<file path="src/rtl/noc_input_port_buffer.sv">
// Router input stage: flit FIFO, head-flit destination decode and a wormhole-locked
// one-hot request toward the output arbiters.
module noc_input_port_buffer #(
  parameter int DATA_WIDTH  = 32,
  parameter int DEPTH       = 4,
  parameter int NUM_OUTPUTS = 4
) (
  input  logic                   clk,
  input  logic                   rst_n,
  input  logic [DATA_WIDTH-1:0]  in_flit,
  input  logic                   in_valid,
  output logic                   in_ready,
  output logic [NUM_OUTPUTS-1:0] out_request,
  input  logic                   grant_in,
  input  logic                   out_ready,
  output logic [DATA_WIDTH-1:0]  out_flit,
  output logic                   out_valid,
  output logic                   busy,
  output logic [7:0]             drop_count
);

  localparam int DEST_W = $clog2(NUM_OUTPUTS);
  localparam int AW     = $clog2(DEPTH);

  typedef enum logic [1:0] {
    FT_BODY   = 2'b00,
    FT_HEAD   = 2'b01,
    FT_TAIL   = 2'b10,
    FT_SINGLE = 2'b11
  } flit_t;

  typedef enum logic [1:0] {IDLE, REQ, SEND} state_t;

  logic [DATA_WIDTH-1:0] mem [DEPTH];
  logic [AW:0]           wr_ptr, rd_ptr;
  logic                  full, empty, push, pop;
  logic                  xfer, latch_dest, drop_inc;
  logic [DATA_WIDTH-1:0] head;
  flit_t                 head_type;
  logic [DEST_W-1:0]     dest;
  state_t                state, next_state;

  assign full      = (wr_ptr[AW] != rd_ptr[AW]) && (wr_ptr[AW-1:0] == rd_ptr[AW-1:0]);
  assign empty     = (wr_ptr == rd_ptr);
  assign in_ready  = !full;
  assign push      = in_valid && in_ready;
  assign head      = mem[rd_ptr[AW-1:0]];
  assign head_type = flit_t'(head[DATA_WIDTH-1 -: 2]);

  // Storage is cleared on reset so out_flit is never X, even when idle.
  always_ff @(posedge clk or negedge rst_n) begin
    if (!rst_n) begin
      wr_ptr <= '0;
      rd_ptr <= '0;
      for (int unsigned i = 0; i < DEPTH; i++) mem[i] <= '0;
    end else begin
      if (push) begin
        mem[wr_ptr[AW-1:0]] <= in_flit;
        wr_ptr              <= wr_ptr + (AW+1)'(1);
      end
      if (pop) rd_ptr <= rd_ptr + (AW+1)'(1);
    end
  end

  always_ff @(posedge clk or negedge rst_n) begin
    if (!rst_n) begin
      state      <= IDLE;
      dest       <= '0;
      drop_count <= '0;
    end else begin
      state <= next_state;
      if (latch_dest) dest <= head[DEST_W-1:0];
      if (drop_inc && drop_count != 8'hFF) drop_count <= drop_count + 8'd1;
    end
  end

  always_comb begin
    next_state = state;
    pop        = 1'b0;
    xfer       = 1'b0;
    latch_dest = 1'b0;
    drop_inc   = 1'b0;
    unique case (state)
      IDLE: begin
        if (!empty) begin
          if (head_type == FT_HEAD || head_type == FT_SINGLE) begin
            latch_dest = 1'b1;
            next_state = REQ;
          end else begin
            pop      = 1'b1;
            drop_inc = 1'b1;
          end
        end
      end
      REQ: begin
        if (grant_in && out_ready && !empty) begin
          xfer       = 1'b1;
          pop        = 1'b1;
          next_state = (head_type == FT_SINGLE) ? IDLE : SEND;
        end
      end
      SEND: begin
        if (!empty) begin
          // A new head mid-packet closes the current one without consuming it.
          if (head_type == FT_HEAD || head_type == FT_SINGLE) begin
            drop_inc   = 1'b1;
            next_state = IDLE;
          end else if (grant_in && out_ready) begin
            xfer = 1'b1;
            pop  = 1'b1;
            if (head_type == FT_TAIL) next_state = IDLE;
          end
        end
      end
      default: next_state = IDLE;
    endcase
  end

  // Request depends only on registered state and dest, so it cannot glitch.
  always_comb begin
    out_request = '0;
    if (state != IDLE) out_request[dest] = 1'b1;
  end

  assign out_valid = xfer;
  assign out_flit  = head;
  assign busy      = (state != IDLE);

endmodule

</file>
<file path="config.mk">
export PLATFORM = sky130hd
export DESIGN_NAME = noc_input_port_buffer
export DESIGN_NICKNAME = d
export VERILOG_FILES = /design/src/rtl/noc_input_port_buffer.sv
export SDC_FILE = /design/constraint.sdc
export NUM_CORES = 1
export LEC_CHECK = 0
export CAP_MARGIN = 30
export CORE_ASPECT_RATIO = 0.75
export CORE_UTILIZATION = 45
export CTS_CLUSTER_SIZE = 30
export DETAILED_ROUTE_END_ITERATION = 10
export PLACE_DENSITY_LB_ADDON = 0.05
export SLEW_MARGIN = 40
export SYNTH_ARGS = -nofsm -noshare
export SYNTH_HDL_FRONTEND = slang
export SYNTH_SLANG_ARGS = --single-unit
</file>
<file path="constraint.sdc">
create_clock -name clk -period 5.69 [get_ports clk]
set_input_delay 0.8535 -clock clk [delete_from_list [all_inputs] [get_ports clk]]
set_output_delay 0.8535 -clock clk [all_outputs]
set_load 0.03 [all_outputs]
</file>
==> metrics.md <==
| Metric | Value |
|---|---|
| Outcome | `complete, no violations` |
| Mapped Avg Cell Area | `15.8 um^2` |
| Crit path cell chain | `mux4_2, and2b_1, o211a_1, clkdlybuf4s50_1` |
| Core Area | `14000 um^2` |
| GRT Total Usage | `18.7%` |
| Tcrit/Tclk final | `63.1%` |
| Top_reg_cell synth | `dfrtp_1` |
| Final Core Density | `58.8%` |
| Leakage | `3.46 nW` |
| Root buffer cell | `clkbuf_16` |
| Critical path class | `register to output port` |
| RSZ-0062 raised after global routing | `false` |
| Clock Sinks | `146` |
| Nets@finish | `543` |
| Number of global-route vias before repair | `3975` |
| DP Wirelength | `7650 um` |
| Setup tns final | `0 ns` |
| Power density over the cells | `719 nW/um^2` |
| Synth Register Bits | `146` |
| Multi-input gate area | `2790 um^2` |
| Global route overflow | `0` |
| Syn nets | `461` |
| Critical path startpoint | `rd_ptr[1]$_DFFE_PN0P_` |
| Drt drc | `0` |
| Cts hold-fix bufs | `0` |
| Area Growth Syn to Fin | `25.4%` |
| CP required | `4.84 ns` |
| Post-synth EDFFs | `0` |
| CTS tree | `yes` |
| Worst-Margin Slew | `0.688 ns` |
| Crit path max fanout | `35` |
| Seq/Total Area, Yosys | `55.7%` |
| Worst r2r dst | `mem[20]$_DFFE_PN0P_` |
| ANT cells | `0` |
| IO buf count | `83` |
| Synth Instances | `414` |
| Top-level I/O count | `84` |
| Final WS setup | `2.10 ns` |
| Avg WL per Cell | `17.9 um` |
| Slowest cell on crit path | `dfrtp_4` |
| Via count | `3723` |
| Max-slew headroom | `54.2%` |
| Max-slew violation count | `0` |
| Register area | `3660 um^2` |
| Chip Height | `107 um` |
| Clk_lat worst skew | `0.41 ns` |
| Startpoint types | `register` |
| Crit end category | `output port` |
| Filler Cell Count | `1089` |
| Post-CTS Setup Bufs | `0` |
| Pin count of the biggest net entering global routing | `108` |
| Cell Area, Synth | `6560 um^2` |
| Yosys Warn Count | `0` |
| Top-count cell post-synth | `dfrtp_1` |
| Dominant cell type by area after synthesis | `dfrtp_1` |
| First-pass GRT wire length | `21100 um` |
| Die ar. | `15100 um^2` |
| Final hold vios | `0` |
| Clock buffer depth | `2` |
| Number of buffers created by CTS | `17` |
| Antenna viol nets, final | `0` |
| Clock Skews | `0.00995 ns` |
| Initial antenna violation count | `0` |
| CP bufs+invs | `1` |
| Pre-CTS setup slack | `2.27 ns` |
| Ratio of cells with drive above 1 in the final layout | `40.7%` |
| Post-layout min period | `3.59 ns` |
| Top-area cell type share of the netlist area | `55.7%` |
| Clk pin slew, worst setup/hold paths | `0.06 ns` |
| Final setup viols | `0` |
| Worst EP arrival | `2.74 ns` |
| Tightest Hold Check Type | `input pin to asynchronous set/reset pin` |
| Post-CTS Resized | `0` |
| Crit path largest cell delay | `0.79 ns` |
| H-tree levels | `4` |
| Reg-to-Reg Start | `rd_ptr[0]$_DFFE_PN0P_` |
| Number of max-cap violations | `0` |
| Final Routed Wirelength | `12600 um` |
| Peak supply drop | `0.303 mV` |
| Initial Util | `46.9%` |
| First DRT Iteration DRCs | `170` |
| Achievable Freq | `278 MHz` |
| Die W | `141 um` |
| Routability cong. | `0.750` |
| Synth cell count leaders | `146 x dfrtp_1, 131 x mux2_2, 32 x mux4_2` |
| R2r worst-path depth | `6` |
| Num rows | `37` |
| CP top delay family | `flip-flops` |
| Internal reg-to-reg setup slack | `2.94 ns` |
| FFs w/ async S/R, synth | `100%` |
| Yosys cell types | `30` |
| First-pass DRT Iterations | `4` |
| Routed vias/inst | `5.29` |
| Synth area leaders | `dfrtp_1 56%, mux2_2 22%, mux4_2 11%, ha_1 1.9%, xnor2_1 1.6%` |
==> per-layer routing <==
metal	track usage (%)	up-vias	routed length [um]
li1	-	1702	-
met2	28.3	72	5940
met3	5.27	6	573
met1	26.1	1943	6020
met5	0	-	0
met4	6.22	0	74
==> where the power goes <==
| group | leakage (nW) | total (mW) | internal (mW) | switching, mW |
|---|---|---|---|---|
| Sequential | 1.74 | 1.90 | 1.58 | 0.327 |
| Clock | 0.297 | 1.16 | 0.721 | 0.438 |
| Combinational | 1.42 | 2.85 | 1.50 | 1.36 |
| Total | 3.46 | 5.91 | 3.79 | 2.12 |
==> cell type report <==
| type | count | share of cell area (%) |
|---|---|---|
| multi-input combinational | 239 | 34.0 |
| clock buffer | 19 | 5.51 |
| timing repair buffer | 86 | 10.7 |
| clock inverter | 13 | 2.12 |
| sequential | 146 | 44.5 |
| inverter | 6 | 0.274 |
| tap | 195 | 2.97 |
==> flip-flops by register name, summed over array words and instances (netlist names) <==
name and cells:
dest 2, drop_count 8, mem 128, rd_ptr 3
state 2, wr_ptr 3
==> cells in the final DEF (no fill, tap or decap), types with 2 or more instances in the layout <==
cell	n
nand4_1	4
and2_1	3
clkbuf_8	2
and3_1	4
o21ai_0	3
clkbuf_16	17
a31oi_1	3
nor3b_1	2
nand2_1	8
mux2_4	2
mux4_2	32
ha_1	10
bufinv_16	3
xor2_1	2
inv_1	6
clkinvlp_4	3
nand3b_1	2
clkdlybuf4s50_1	82
xnor2_1	12
clkinv_4	3
dfrtp_1	144
nand2_4	4
mux2_2	131
buf_4	2
nand3_1	7
inv_6	4
o211a_1	2
==> cell families (layout without fill, tap and decap cells) <==
group | Yosys count | after routing | synth area share (%)
muxes | 165 | 165 | 33.9
DFF | 146 | 146 | 55.7
and+or+nand+nor | 37 | 37 | 2.98
buffers and inverters | 29 | 124 | 2.19
xor gates and xnor gates | 14 | 14 | 1.87
AOI/OAI and AO/OA | 13 | 13 | 1.41
adders and majority gates | 10 | 10 | 1.91
==> stage by stage <==
stage / power, mW / hold slack [ns] / instance area (um^2) / cells
detailed placement: 4.80 / 0.481 / 7570 / 671
global route: 6.27 / 0.333 / 8220 / 704
CTS: 5.99 / 0.492 / 8190 / 703
floorplan: 3.88 / 0.462 / 6560 / 414
finish: 5.91 / 0.321 / 8220 / 704
global placement: 4.73 / 0.479 / 7540 / 671
==> worst max path at each step <==
stage / cells past startpoint / slack (ns) / to
finish: 4 / 2.10 / out_valid
global route: 5 / 1.92 / out_valid
CTS: 5 / 2.05 / out_valid
detailed placement: 5 / 2.27 / out_valid
global placement: 4 / 2.28 / out_valid
floorplan: 4 / 3.10 / out_flit[11]
Power figures use the tool's default switching activity.
